File: config.mk
export PLATFORM = sky130hd
export DESIGN_NAME = tlb_lookup_ctrl
export DESIGN_NICKNAME = d
export VERILOG_FILES = /design/src/rtl/tlb_lookup_ctrl_pkg.sv /design/src/rtl/tlb_lookup_ctrl_victim_select.sv /design/src/rtl/tlb_lookup_ctrl.sv
export SDC_FILE = /design/constraint.sdc
export NUM_CORES = 1
export LEC_CHECK = 0
export ABC_AREA = 1
export CAP_MARGIN = 10
export CORE_AREA = 2 2 168 170
export DETAILED_ROUTE_END_ITERATION = 8
export DIE_AREA = 0 0 170 172
export GPL_ROUTABILITY_DRIVEN = 0
export GPL_TIMING_DRIVEN = 0
export PLACE_DENSITY_LB_ADDON = 0.2
export REMOVE_ABC_BUFFERS = 1
export SETUP_SLACK_MARGIN = 0.4
export SYNTH_ARGS = -nofsm -noshare
export SYNTH_HDL_FRONTEND = slang
export SYNTH_HIERARCHICAL = 1
export SYNTH_SLANG_ARGS = --single-unit
export TNS_END_PERCENT = 30
File: constraint.sdc
create_clock -name clk -period 3.7 [get_ports clk]
set_input_delay 0.37 -clock clk [delete_from_list [all_inputs] [get_ports clk]]
set_output_delay 0.37 -clock clk [all_outputs]
set_load 0.005 [all_outputs]
File: src/rtl/tlb_lookup_ctrl_pkg.sv
// tlb_lookup_ctrl_pkg: shared geometry, permission bits and FSM encodings for the TLB lookup controller
package tlb_lookup_ctrl_pkg;
  localparam int NUM_SETS = 16;
  localparam int NUM_WAYS = 4;
  localparam int WAY_BITS = 2;
  localparam int SET_INDEX_BITS = 4;
  localparam int LRU_BITS = 4;
  localparam int PAGE_OFFSET_BITS = 12;
  localparam int VPN_BITS = 20;
  localparam int PERM_R = 0;
  localparam int PERM_W = 1;
  localparam logic [2:0] S_IDLE = 3'd0;
  localparam logic [2:0] S_LOOKUP = 3'd1;
  localparam logic [2:0] S_PTW_REQ = 3'd2;
  localparam logic [2:0] S_PTW_WAIT = 3'd3;
  localparam logic [2:0] S_FILL = 3'd4;
  localparam logic [2:0] S_RESP = 3'd5;
  function automatic logic perm_ok(input logic [1:0] perms, input logic is_write);
    return is_write ? perms[PERM_W] : perms[PERM_R];
  endfunction
endpackage

File: src/rtl/tlb_lookup_ctrl_victim_select.sv
// tlb_victim_select: lowest invalid way, else least-used way with ties to the lowest index
module tlb_victim_select
  import tlb_lookup_ctrl_pkg::*;
(
  input  logic [NUM_WAYS-1:0]          rd_valid,
  input  logic [NUM_WAYS*LRU_BITS-1:0] rd_lru_count,
  output logic [WAY_BITS-1:0]          victim
);
  logic [WAY_BITS-1:0] inv_way, lru_way;
  logic [LRU_BITS-1:0] min_cnt;
  always_comb begin
    inv_way = '0;
    for (int w = NUM_WAYS - 1; w >= 0; w--)
      if (!rd_valid[w]) inv_way = WAY_BITS'(w);
    lru_way = '0;
    min_cnt = rd_lru_count[LRU_BITS-1:0];
    for (int w = 1; w < NUM_WAYS; w++)
      if (rd_lru_count[w*LRU_BITS +: LRU_BITS] < min_cnt) begin
        min_cnt = rd_lru_count[w*LRU_BITS +: LRU_BITS];
        lru_way = WAY_BITS'(w);
      end
  end
  assign victim = &rd_valid ? lru_way : inv_way;
endmodule

File: src/rtl/tlb_lookup_ctrl.sv
// tlb_lookup_ctrl: TLB lookup controller; hit compare, LRU bump, page-walk on miss, fill and response
module tlb_lookup_ctrl
  import tlb_lookup_ctrl_pkg::*;
(
  input  logic                          clk,
  input  logic                          rst_n,
  input  logic                          req_valid,
  output logic                          req_ready,
  input  logic [31:0]                   req_vaddr,
  input  logic                          req_is_write,
  output logic                          resp_valid,
  input  logic                          resp_ready,
  output logic [31:0]                   resp_paddr,
  output logic                          resp_hit,
  output logic                          resp_fault,
  output logic [SET_INDEX_BITS-1:0]     rd_set_index,
  input  logic [NUM_WAYS-1:0]           rd_valid,
  input  logic [NUM_WAYS*VPN_BITS-1:0]  rd_vpn,
  input  logic [NUM_WAYS*VPN_BITS-1:0]  rd_ppn,
  input  logic [NUM_WAYS*2-1:0]         rd_perms,
  input  logic [NUM_WAYS*LRU_BITS-1:0]  rd_lru_count,
  output logic                          wr_en,
  output logic [SET_INDEX_BITS-1:0]     wr_set_index,
  output logic [1:0]                    wr_way,
  output logic                          wr_valid,
  output logic [19:0]                   wr_vpn,
  output logic [19:0]                   wr_ppn,
  output logic [1:0]                    wr_perms,
  output logic [LRU_BITS-1:0]           wr_lru_count,
  output logic                          lru_update_en,
  output logic [SET_INDEX_BITS-1:0]     lru_set_index,
  output logic [1:0]                    lru_way,
  output logic                          ptw_req_valid,
  input  logic                          ptw_req_ready,
  output logic [19:0]                   ptw_req_vpn,
  input  logic                          ptw_resp_valid,
  input  logic [19:0]                   ptw_resp_ppn,
  input  logic [1:0]                    ptw_resp_perms,
  input  logic                          ptw_resp_fault,
  output logic [31:0]                   stat_hits,
  output logic [31:0]                   stat_misses
);
  logic [2:0] state_q, state_d;
  logic [31:0] vaddr_q, vaddr_d;
  logic is_write_q, is_write_d;
  logic [VPN_BITS-1:0] ppn_q, ppn_d;
  logic [1:0] perms_q, perms_d;
  logic hit_q, hit_d, fault_q, fault_d;
  logic [31:0] hits_q, hits_d, misses_q, misses_d;
  logic [VPN_BITS-1:0] vpn, hit_ppn;
  logic [1:0] hit_perms;
  logic [SET_INDEX_BITS-1:0] set_idx;
  logic lk_hit;
  logic [WAY_BITS-1:0] lk_way, victim;
  assign vpn = vaddr_q[31:PAGE_OFFSET_BITS];
  assign set_idx = vpn[SET_INDEX_BITS-1:0];
  assign hit_ppn = rd_ppn[lk_way*VPN_BITS +: VPN_BITS];
  assign hit_perms = rd_perms[lk_way*2 +: 2];
  // Descending scan so the lowest matching way is the last one written
  always_comb begin
    lk_hit = 1'b0;
    lk_way = '0;
    for (int w = NUM_WAYS - 1; w >= 0; w--)
      if (rd_valid[w] && rd_vpn[w*VPN_BITS +: VPN_BITS] == vpn) begin
        lk_hit = 1'b1;
        lk_way = WAY_BITS'(w);
      end
  end
  tlb_victim_select u_victim (
    .rd_valid     (rd_valid),
    .rd_lru_count (rd_lru_count),
    .victim       (victim)
  );
  always_comb begin
    state_d = state_q;
    vaddr_d = vaddr_q;
    is_write_d = is_write_q;
    ppn_d = ppn_q;
    perms_d = perms_q;
    hit_d = hit_q;
    fault_d = fault_q;
    hits_d = hits_q;
    misses_d = misses_q;
    case (state_q)
      S_IDLE: if (req_valid) begin
        vaddr_d = req_vaddr;
        is_write_d = req_is_write;
        state_d = S_LOOKUP;
      end
      S_LOOKUP: if (lk_hit) begin
        hit_d = 1'b1;
        ppn_d = hit_ppn;
        perms_d = hit_perms;
        fault_d = !perm_ok(hit_perms, is_write_q);
        hits_d = hits_q + 32'd1;
        state_d = S_RESP;
      end else begin
        hit_d = 1'b0;
        misses_d = misses_q + 32'd1;
        state_d = S_PTW_REQ;
      end
      S_PTW_REQ: if (ptw_req_ready) state_d = S_PTW_WAIT;
      S_PTW_WAIT: if (ptw_resp_valid) begin
        ppn_d = ptw_resp_ppn;
        perms_d = ptw_resp_perms;
        fault_d = ptw_resp_fault || !perm_ok(ptw_resp_perms, is_write_q);
        state_d = ptw_resp_fault ? S_RESP : S_FILL;
      end
      S_FILL: state_d = S_RESP;
      S_RESP: if (resp_ready) state_d = S_IDLE;
      default: state_d = S_IDLE;
    endcase
  end
  always_ff @(posedge clk or negedge rst_n)
    if (!rst_n) begin
      state_q <= S_IDLE;
      vaddr_q <= '0;
      is_write_q <= 1'b0;
      ppn_q <= '0;
      perms_q <= '0;
      hit_q <= 1'b0;
      fault_q <= 1'b0;
      hits_q <= '0;
      misses_q <= '0;
    end else begin
      state_q <= state_d;
      vaddr_q <= vaddr_d;
      is_write_q <= is_write_d;
      ppn_q <= ppn_d;
      perms_q <= perms_d;
      hit_q <= hit_d;
      fault_q <= fault_d;
      hits_q <= hits_d;
      misses_q <= misses_d;
    end
  assign req_ready = state_q == S_IDLE;
  assign rd_set_index = state_q != S_IDLE ? set_idx : '0;
  assign lru_update_en = state_q == S_LOOKUP && lk_hit;
  assign lru_set_index = lru_update_en ? set_idx : '0;
  assign lru_way = lru_update_en ? lk_way : '0;
  assign wr_en = state_q == S_FILL;
  assign wr_set_index = wr_en ? set_idx : '0;
  assign wr_way = wr_en ? victim : '0;
  assign wr_valid = wr_en;
  assign wr_vpn = wr_en ? vpn : '0;
  assign wr_ppn = wr_en ? ppn_q : '0;
  assign wr_perms = wr_en ? perms_q : '0;
  assign wr_lru_count = {{(LRU_BITS-1){1'b0}}, wr_en};
  assign ptw_req_valid = state_q == S_PTW_REQ;
  assign ptw_req_vpn = ptw_req_valid ? vpn : '0;
  assign resp_valid = state_q == S_RESP;
  assign resp_hit = resp_valid && hit_q;
  assign resp_fault = resp_valid && fault_q;
  assign resp_paddr = resp_valid && !fault_q ? {ppn_q, vaddr_q[PAGE_OFFSET_BITS-1:0]} : '0;
  assign stat_hits = hits_q;
  assign stat_misses = misses_q;
endmodule

* Word level (Yosys, flattened, before mapping)
Cells that the tools add are included. W data, S select, Z words.
Storage, ports and cells: register bits after elaboration 124, logic and storage cells 100
Cells by class: multiply operators 1, shifts and indexed selects 2, $add $sub $neg 2, equal/unequal tests 14, reduce and logical (&&, ||, !) cells 21, magnitude comparators 3, bitwise gates (word level) 1, multiplexer cells 47
Operators with widths (number):
- $mux W20 | 5
- $eq A20 B20 Y1 | 4
- $shiftx A80 B8 Y20 | 1
- $add A32 B1 Y32 const B | 2
- $pmux W20 S2 | 1
- $mux W2 | 16
- $mux W32 | 1
- $mux W4 | 5
- $pmux W3 S6 | 1
- $mux W3 | 5
- $lt A4 B4 Y1 | 3
- $mux W1 | 11
- $logic_and A1 B1 Y1 | 8
- $reduce_and A4 Y1 | 2
- $shiftx A8 B4 Y2 | 1
- $eq A3 B2 Y1 const B | 2
- $eq A3 B3 Y1 const B | 2
- $ne A2 B2 Y1 const B | 3
- $reduce_and A2 Y1 | 3
- $mul A2 B3 Y5 const B | 1
- $ne A2 B1 Y1 const B | 2
- $pmux W2 S2 | 1
- $eq A3 B1 Y1 const B | 1
- $logic_not A1 Y1 | 3
- other kinds (7) | 7

* Longest topological paths before layout
depth after elaboration 11, mapped depth 25, mapped depth without buffers 25

* By module
The synthesis kept the hierarchy.
Modules (own cells, without submodules):
- tlb_lookup_ctrl | area each 10421.2 µm², times used 1, cells each 1687
- tlb_victim_select | area each 451.7 µm², times used 1, cells each 73

* Worst setup path after synthesis
OpenSTA, ideal clock, no wires.
kind input to output, from input rd_lru_count[3], to output wr_way[0], path slack 0.763 ns, data required time 3.330 ns, data arrival time 2.567 ns, stages 22, path through inv_1 ha_1 a21oi_2 nand2_4 o21ai_0 ha_1 nand2_1 nand2_1 nand2_2 nand2_4 nand2_1 o21ai_1 ha_1 nand2_1 nand2_1 nand2_1 nand2_1 nand2_1 nand2_1 nand2_1 inv_1 nor2_1
On the way: cells in the longest elaborated chain, start to end 8, elaborated cells between the ends (all ways) 10, classes of those cells order compare (3); mux (7)
RTL lines:
- start, declared | line tlb_lookup_ctrl.sv:21 | input logic [NUM_WAYS*LRU_BITS-1:0] rd_lru_count,
- $lt A4 B4 Y1 | line tlb_lookup_ctrl_victim_select.sv:18 | if (rd_lru_count[w*LRU_BITS +: LRU_BITS] < min_cnt) begin
- $mux W4 | line tlb_lookup_ctrl_victim_select.sv:18
- $lt A4 B4 Y1 | line tlb_lookup_ctrl_victim_select.sv:18
- $mux W4 | line tlb_lookup_ctrl_victim_select.sv:18
- $lt A4 B4 Y1 | line tlb_lookup_ctrl_victim_select.sv:18
- $mux W2 (*) | line tlb_lookup_ctrl_victim_select.sv:18
- $mux W2 (*) | line tlb_lookup_ctrl_victim_select.sv:23 | assign victim = &rd_valid ? lru_way : inv_way;
- via victim[0] | line tlb_lookup_ctrl.sv:54 | logic [WAY_BITS-1:0] lk_way, victim;
- $mux W2 (*) | line tlb_lookup_ctrl.sv:143 | assign wr_way = wr_en ? victim : '0;
- end, declared | line tlb_lookup_ctrl.sv:24 | output logic [1:0] wr_way,
The timed path passes the listed nets; every way through them passes the cells marked *.

* Final worst setup path
from input rd_lru_count[7], to output wr_way[0]
Same word-level chain as after synthesis.

==> impl_metrics.py <==
metrics = {
    "setup_path": {
        "worstReg2RegStart": "vaddr_q[23]$_DFFE_PN0P_",
        "rr_endpoint": "stat_hits[16]$_DFFE_PN0N_",
        "path_class": "input pin to output pin",
        "critPathCaptureType": "output pin",
        "start_kind": "input pin",
        "reg2reg_depth": 10,
        "timing.critical_path.arrival_ps": 2880,
        "worst-endpoint-required_ps": 3330,
        "path_max_fanout": 5,
        "setup.reg_to_reg.worst_slack_ps": 470,
    },
    "cts": {
        "clock_tree.buffer_depth": 2,
        "h-tree-depth": 4,
        "cts_num_sinks": 124,
        "clk_lat_worst_skew_ps": 420,
        "clock_tree_from_tritoncts": "built",
        "cts_root_buffer": "sky130_fd_sc_hd__clkbuf_16",
        "clkSlewWorstSetupHoldPaths_ps": 70,
        "total_clock_buffers_created_by_cts": 17,
    },
    "logic_synthesis": {
        "synthesis.area_um2": 10900,
        "synth-async-reset-ratio": 1.00,
        "avgSynthCellArea_um2": 6.18,
        "yosysTopAreaCellShare": 0.285,
        "postSynthRegisterBits": 124,
        "synth_top_cells_by_area": "sky130_fd_sc_hd__dfrtp_1 (29%), sky130_fd_sc_hd__nand2_1 (16%), sky130_fd_sc_hd__nor2_1 (10%), sky130_fd_sc_hd__inv_1 (7.9%), sky130_fd_sc_hd__nand3_1 (6.6%)",
        "flip_flop_cell_with_the_highest_count_after_synthesis": "sky130_fd_sc_hd__dfrtp_1",
        "netlist.top_cell.by_area": "sky130_fd_sc_hd__dfrtp_1",
        "netlist_instances": 1760,
        "sequential_to_total_area_share_from_yosys_stat": 0.285,
        "yosys_warnings": 6,
        "post_synth_num_cell_types": 47,
        "synth_enable_flop_cells": 0,
    },
    "timing": {
        "finalSetupViolCount": 0,
        "grt_setup_unrepaired": "yes",
        "final_period_minus_worst_setup_slack_ps": 3250,
        "tightest_pin_transition_ps": 968,
        "slew_margin_rel": 0.354,
        "timing.final.crit_share": 0.879,
        "number_of_hold_slack_violations_in_the_final_timing_report": 0,
        "worst_clock_skew_ps": 13.7,
        "report.final.slew_viol_count": 0,
        "final_critical_path_setup_slack_ps": 449,
        "clock.fmax_mhz": 308,
    },
    "die": {
        "design.die.area_um2": 29200,
        "io-pin-count": 436,
        "area_of_the_placeable_core_um2": 27500,
        "initial_utilization": 0.396,
        "die_width_um": 170,
        "die_h_um": 172,
        "fp-row-count": 61,
    },
    "run_status": {
        "result_of_the_run": "completed",
    },
    "grt": {
        "antenna_found_initial": 6,
        "grt_pass1_wl_um": 65600,
        "grt_remaining_overflow": 0,
        "track_usage": 0.288,
        "largest_net_degree_at_the_start_of_global_routing": 81,
        "grt_pass1_vias": 12600,
    },
    "power_and_ir_drop": {
        "p_leak_nw": 7.77,
        "combinational_cell_fraction_of_total_power": 0.496,
        "total_switching_power_mw": 3.38,
        "sequentialPowerShare": 0.280,
        "power-per-cell-area_nw_per_um2": 467,
        "cell_internal_pwr_mw": 4.24,
        "swShare": 0.444,
        "power.clock.fraction": 0.224,
        "power.ir.vdd_worst_mv": 0.264,
    },
    "job": {
        "maxCapViolations": 0,
    },
    "layout": {
        "number_of_filler_cells_placed_in_the_layout": 2613,
        "post_layout_nonfiller_instances": 2534,
        "synthToLayoutAreaGrowth_pct": 50.0,
        "drive_above_1_share": 0.0838,
        "layout.core_utilization": 0.594,
        "multiInputGateArea_um2": 6650,
        "layout.nets": 2434,
        "ff_latch_area_um2": 3110,
    },
    "placement": {
        "dpl.hpwl_um": 33000,
        "port_buffers": 432,
        "placement.setup.worst_slack_ps": -583,
        "dpl.cell_count": 2481,
    },
    "drt": {
        "drt.antenna.violating_nets": 0,
        "detailedRoute.firstPassIterationCount": 6,
        "remaining_drc_errors": 0,
        "via_per_inst": 5.18,
        "detailedRoute.firstIterationViolations": 1125,
        "routed-via-count": 13100,
        "total_wirelength_um": 43100,
        "routed_wire_length_per_instance_um": 17.0,
    },
    "min_path": {
        "worst_hold_path_type": "input pin to async pin",
    },
}
[cells by family after synthesis]
group | share of synthesized area
AND/OR/NAND/NOR | 0.473
buffers and inverters | 0.120
flip-flops | 0.285
AO/OA/AOI/OAI | 0.0407
XOR/XNOR | 0.0661
adder cells (fa/ha/maj) | 0.0150
other | 0.000345
[sequential cells by signal, summed over array words and instances (netlist names)]
| signal | count |
|---|---|
| is_write_q | 1 |
| fault_q | 1 |
| stat_hits | 32 |
| stat_misses | 32 |
| state_q | 3 |
| perms_q | 2 |
| ppn_q | 20 |
| vaddr_q | 32 |
| hit_q | 1 |
[cells in the final DEF (no fill, tap or decap), types with 17 or more instances in the layout]
master and instances:
sky130_fd_sc_hd__nand2_1 460, sky130_fd_sc_hd__clkdlybuf4s50_1 421, sky130_fd_sc_hd__nor2_1 300, sky130_fd_sc_hd__inv_1 224
sky130_fd_sc_hd__nand3_1 143, sky130_fd_sc_hd__dfrtp_1 120, sky130_fd_sc_hd__nor3_1 53, sky130_fd_sc_hd__xor2_1 52
sky130_fd_sc_hd__nand4_1 46, sky130_fd_sc_hd__a21oi_1 43, sky130_fd_sc_hd__xnor2_1 29, sky130_fd_sc_hd__nor2_2 25
sky130_fd_sc_hd__nand3b_1 25, sky130_fd_sc_hd__o21ai_0 22, sky130_fd_sc_hd__inv_2 21, sky130_fd_sc_hd__nand2_2 20
sky130_fd_sc_hd__nor4_1 18, sky130_fd_sc_hd__clkbuf_16 17
[timing repair]
action | 4_1_cts | 5_1_grt
buffers inserted | 8 | 8
gates resized for setup | 47 | 32
pin swaps | 22 | 22
hold buffers | 1 | 0
hold endpoints to repair | 44 | 0
endpoints found under the setup margin | 102 | 79
[power by group through the flow]
stage	registers (mW)	logic, mW	clock network, mW
after global routing	2.17	4.18	1.80
after CTS	2.12	3.72	1.73
after detailed placement	2.12	3.68	0
after floorplan	1.98	2.14	0
final	2.13	3.78	1.71
after global placement	2.13	3.60	0
[routing by layer]
metal / part of all wire / wire, um / up-vias / track usage
li1: - / - / 6324 / -
met1: 0.39 / 17000 / 6044 / 0.335
met2: 0.47 / 20400 / 627 / 0.501
met3: 0.083 / 3590 / 121 / 0.0629
met4: 0.048 / 2080 / 2 / 0.146
met5: 0.00026 / 11 / - / 0
[cell usage after synthesis (3+ instances only)]
library cell                 n
sky130_fd_sc_hd__o21ai_0    24
sky130_fd_sc_hd__nand2_2    13
sky130_fd_sc_hd__or2_1       7
sky130_fd_sc_hd__nor3_1     53
sky130_fd_sc_hd__buf_6       6
sky130_fd_sc_hd__dfrtp_1   124
sky130_fd_sc_hd__nand3_1   144
sky130_fd_sc_hd__o21ai_1     5
sky130_fd_sc_hd__nand3b_1   25
sky130_fd_sc_hd__nor4_1     18
sky130_fd_sc_hd__or2_2       5
sky130_fd_sc_hd__clkbuf_1   24
sky130_fd_sc_hd__nand2_1   471
sky130_fd_sc_hd__inv_2      20
sky130_fd_sc_hd__o211ai_1    3
sky130_fd_sc_hd__xor2_1     52
sky130_fd_sc_hd__nand3_2     4
sky130_fd_sc_hd__nand4_1    46
sky130_fd_sc_hd__buf_4       9
sky130_fd_sc_hd__nor2_2     23
sky130_fd_sc_hd__nand2_4     9
sky130_fd_sc_hd__xnor2_1    30
sky130_fd_sc_hd__buf_2      23
sky130_fd_sc_hd__ha_1       13
sky130_fd_sc_hd__nor2_1    302
sky130_fd_sc_hd__a21oi_1    44
sky130_fd_sc_hd__nor3_2      3
sky130_fd_sc_hd__nor3b_1     6
sky130_fd_sc_hd__inv_1     229
[worst max-delay path: stages]
cell and delay [ps]:
sky130_fd_sc_hd__buf_8 100, sky130_fd_sc_hd__ha_4 240, sky130_fd_sc_hd__a21oi_4 230, sky130_fd_sc_hd__nand2_8 110, sky130_fd_sc_hd__o21ai_4 200, sky130_fd_sc_hd__ha_4 220, sky130_fd_sc_hd__nand2_1 80, sky130_fd_sc_hd__nand2_1 80
sky130_fd_sc_hd__nand2_2 90, sky130_fd_sc_hd__nand2_4 80, sky130_fd_sc_hd__nand2_2 80, sky130_fd_sc_hd__o21ai_2 60, sky130_fd_sc_hd__ha_1 290, sky130_fd_sc_hd__nand2_1 80, sky130_fd_sc_hd__nand2_1 50, sky130_fd_sc_hd__nand2_1 70
sky130_fd_sc_hd__nand2_2 80, sky130_fd_sc_hd__nand2_2 60, sky130_fd_sc_hd__nand2_1 40, sky130_fd_sc_hd__nand2_1 50, sky130_fd_sc_hd__inv_1 40, sky130_fd_sc_hd__nor2_1 70, sky130_fd_sc_hd__buf_2 120
[cell type report]
| cell class | count | area share |
|---|---|---|
| Multi-Input combinational cell | 1321 | 0.408 |
| Timing Repair Buffer | 455 | 0.280 |
| Sequential cell | 124 | 0.191 |
| Inverter | 252 | 0.0589 |
| Tap cell | 346 | 0.0265 |
| Clock buffer | 17 | 0.0261 |
| Clock inverter | 14 | 0.00990 |
| Antenna cell | 5 | 0.000767 |
[per-stage QoR]
step	area [um2]	hold slack [ps]	power (mW)	setup TNS, ps
global placement	15300	464	5.73	-408410
finish	16300	442	7.62	0
detailed placement	15400	341	5.80	-3460
global route	16300	485	8.14	0
CTS	16200	461	7.57	0
floorplan	10500	74.4	4.12	0
[how the worst max path moves through the flow]
| stage | endpoint | depth (start not counted) | slack, ps | start |
|---|---|---|---|---|
| floorplan | ppn_q[0]$_DFFE_PN0P_ | 12 | 230 | vaddr_q[12]$_DFFE_PN0P_ |
| global placement | ppn_q[13]$_DFFE_PN0P_ | 1 | -3000 | rst_n |
| detailed placement | wr_way[0] | 23 | -580 | rd_lru_count[3] |
| CTS | wr_vpn[1] | 6 | 280 | state_q[1]$_DFFE_PN0P_ |
| global route | stat_hits[16]$_DFFE_PN0N_ | 10 | 220 | vaddr_q[23]$_DFFE_PN0P_ |
| finish | wr_way[0] | 23 | 450 | rd_lru_count[7] |
Power figures use the tool's default switching activity.
==> variant, RTL diff (same settings) <==
Register the outputs `resp_fault` and `wr_lru_count`, cleared by the reset; this adds one clock of latency there. The other outputs are not delayed to match.
--- a/src/rtl/tlb_lookup_ctrl.sv
+++ b/src/rtl/tlb_lookup_ctrl.sv
@@ -146,10 +146,17 @@
   assign wr_ppn = wr_en ? ppn_q : '0;
   assign wr_perms = wr_en ? perms_q : '0;
-  assign wr_lru_count = {{(LRU_BITS-1){1'b0}}, wr_en};
+  always_ff @(posedge clk or negedge rst_n) begin
+    if (!rst_n) begin
+      resp_fault   <= '0;
+      wr_lru_count <= '0;
+    end else begin
+      resp_fault   <= resp_valid && fault_q;
+      wr_lru_count <= {{(LRU_BITS-1){1'b0}}, wr_en};
+    end
+  end
   assign ptw_req_valid = state_q == S_PTW_REQ;
   assign ptw_req_vpn = ptw_req_valid ? vpn : '0;
   assign resp_valid = state_q == S_RESP;
   assign resp_hit = resp_valid && hit_q;
-  assign resp_fault = resp_valid && fault_q;
   assign resp_paddr = resp_valid && !fault_q ? {ppn_q, vaddr_q[PAGE_OFFSET_BITS-1:0]} : '0;
   assign stat_hits = hits_q;
Formal check against the unedited RTL: not equivalent (Yosys sat finds a counterexample within 4 cycles, from zero or initial values and one cycle with rst_n low).
==> variant against the unedited design <==
Sequential cell count up 2. Synthesized area up 0.39%. Sequential share of layout area up 0.26 points. Utilization up 0.34 points. Power up 1.4%. Count of clock-buffer cells in the layout unchanged. Wire length up 0.37%. Design area up 0.58%. Critical path depth down 17. Maximum frequency down 0.91%. Setup slack worse by 30 ps. Cell count up 0.28%. Clock skew about the same. Critical path type is now reg2out. Critical endpoint is now wr_vpn[13].
==> variant: results (changes against the unedited design) <==
stage,metric,value,unit,change
outcome,status,finished clean,,unchanged
clocking,cts_buffers,17,,unchanged
power_and_ir_drop,combinationalPowerShare,0.497,,was 0.496
synth,cells_after_synth,1761,,"was 1,760"
timing,worst_clock_skew,13.8,ps,was 13.7 ps
worst_setup_path,arrival,2910,ps,was 2880 ps
clocking,ctsHtreeMaxLevel,4,,unchanged
cells_and_area,drive_above_1_share,0.0882,,was 0.0838
route,drt_iter0_drc,1049,,"was 1,125"
place,placement.setup.worst_slack,-467,ps,was -583 ps
synth,yosys_warnings,6,,unchanged
clocking,clock_pin_slew_reported_for_the_worst_setup_and_hold_paths_after_clock_tree_synthesis,70,ps,about the same
cells_and_area,finish.net_count,2439,,"was 2,434"
place,hpwl,33300,um,"was 33,000 um"
route,routed-via-count,13003,,"was 13,118"
synth,synth_common_cells,"471 x sky130_fd_sc_hd__nand2_1, 302 x sky130_fd_sc_hd__nor2_1, 229 x sky130_fd_sc_hd__inv_1, 144 x sky130_fd_sc_hd__nand3_1, 126 x sky130_fd_sc_hd__dfrtp_1",,"was 471 x sky130_fd_sc_hd__nand2_1, 302 x sky130_fd_sc_hd__nor2_1, 229 x sky130_fd_sc_hd__inv_1, 144 x sky130_fd_sc_hd__nand3_1, 124 x sky130_fd_sc_hd__dfrtp_1"
place,port_buf_inserts,432,,unchanged
worst_hold_path,timing.hold.worst.class,in2async,,unchanged
route,totalWireLength,43300,um,"was 43,100 um"
cells_and_area,fillCellCount,2546,,"was 2,613"
worst_setup_path,timing.critical_path.slowest_stage_cell,sky130_fd_sc_hd__clkdlybuf4s50_1,,was sky130_fd_sc_hd__ha_1
synth,postSynth.asyncResetShare,1.00,,unchanged
power_and_ir_drop,cellInternalPower,0.00426,W,was 0.00424 W
synth,synth-main-ff-cell,sky130_fd_sc_hd__dfrtp_1,,unchanged
timing,timing_max_transition_violations_final,0,,unchanged
global_route,globalRouteTotalUtil,0.291,,was 0.288
clocking,clk-insertion-delay-late,430,ps,
global_route,grt_max_degree,79,,was 81
timing,timing.slew.headroom,0.316,,was 0.354
global_route,first_global_vias,12434,,"was 12,608"
route,drt_pre_antenna_iters,5,,was 6
power_and_ir_drop,vdd_ir_max,0.276,mV,was 0.264 mV
power_and_ir_drop,p_leak,7.84,nW,was 7.77 nW
clocking,clockBufferDepth,2,,unchanged
synth,synth.top_cells.by_area,"sky130_fd_sc_hd__dfrtp_1 29%, sky130_fd_sc_hd__nand2_1 16%, sky130_fd_sc_hd__nor2_1 10%",,unchanged
global_route,first_pass_grt_wire_length,66400,um,"was 65,600 um"
place,placed_cells_incl_taps,2484,,"was 2,481"
clocking,clockRootBuffer,sky130_fd_sc_hd__clkbuf_16,,unchanged
synth,sequential_to_total_area_share_from_yosys_stat,0.289,,was 0.285
synth,netlist-cell-type-count,47,,unchanged
worst_setup_path,critPathTopFamily,buffers and inverters,,was simple AND/OR/NAND/NOR gates
worst_setup_path,critical-path-max-stage-delay,540,ps,was 290 ps
worst_setup_path,worstPathMaxFanout,44,,was 5
route,vias_per_cell,5.12,,was 5.18
variant: cell types whose count changed after synthesis:
cell                      delta
sky130_fd_sc_hd__dfrtp_1     +2
sky130_fd_sc_hd__buf_4       -1
variant: logic make-up after synthesis:
group	count (synthesis)	share of synthesized area
flip-flops	126	0.289
adder cells (fa/ha/maj)	13	0.0149
other	1	0.000344
buffers and inverters	316	0.119
XOR/XNOR	82	0.0658
AO/OA/AOI/OAI	82	0.0406
AND/OR/NAND/NOR	1141	0.471
variant: metal layers:
layer / GRT usage / wire length, um
met1: 0.349 / 17300
met2: 0.513 / 20900
met3: 0.0661 / 3890
met4: 0.104 / 1210
met5: 0 / 11
variant: repair_timing:
| item | CTS | global route |
|---|---|---|
| pin swaps | 18 | 17 |
| hold buffers | 1 | 0 |
| setup buffers | 12 | 5 |
| hold endpoints to repair | 48 | 0 |
| gates resized for setup | 49 | 36 |
| endpoints found under the setup margin | 56 | 72 |
variant: layout make-up:
cell class | instances | area [um^2] | share of cell area
inverter | 252 | 975 | 0.0594
timing repair buffer | 458 | 4620 | 0.282
multi-input combinational | 1321 | 6600 | 0.402
antenna | 6 | 15.0 | 0.000915
clock buffer | 17 | 425 | 0.0259
sequential | 126 | 3170 | 0.193
tap | 346 | 433 | 0.0264
clock inverter | 15 | 164 | 0.00999
variant: worst register-to-register path, stage by stage, from the launching register on:
cell and delay, ps:
sky130_fd_sc_hd__dfrtp_1 430, sky130_fd_sc_hd__inv_2 210, sky130_fd_sc_hd__or2_1 190, sky130_fd_sc_hd__nand2_1 70, sky130_fd_sc_hd__nor4_1 320, sky130_fd_sc_hd__nand4_1 430
sky130_fd_sc_hd__nand3_1 870, sky130_fd_sc_hd__nand3_1 210, sky130_fd_sc_hd__nand3_1 120, sky130_fd_sc_hd__nand2_1 60, sky130_fd_sc_hd__nand2_1 60
variant: path summary, 6_finish.rpt:
check | from | endpoint | slack [ps] | depth (start not counted)
max in group asynchronous | rst_n | stat_misses[2] | 2480 | 3
worst min register to register | ppn_q[4] | ppn_q[4] | 480 | 2
worst max-delay path | state_q[1] | wr_vpn[13] | 420 | 6
worst min-delay path | rst_n | stat_hits[23] | 450 | 2
worst max register to register | vaddr_q[29] | ppn_q[3] | 690 | 10
min in group clk | ppn_q[4] | ppn_q[4] | 480 | 2
variant: through the flow:
stage / hold WS, ps / total power (W) / setup TNS (ps) / instance area [um^2]
6_report: 447 / 0.00773 / 0 / 16400
5_1_grt: 475 / 0.00827 / 0 / 16400
4_1_cts: 467 / 0.00769 / 0 / 16300
3_5_place_dp: 370 / 0.00582 / -912 / 15500
3_3_place_gp: 464 / 0.00575 / -423540 / 15300
2_1_floorplan: 74.4 / 0.00414 / 0 / 10600
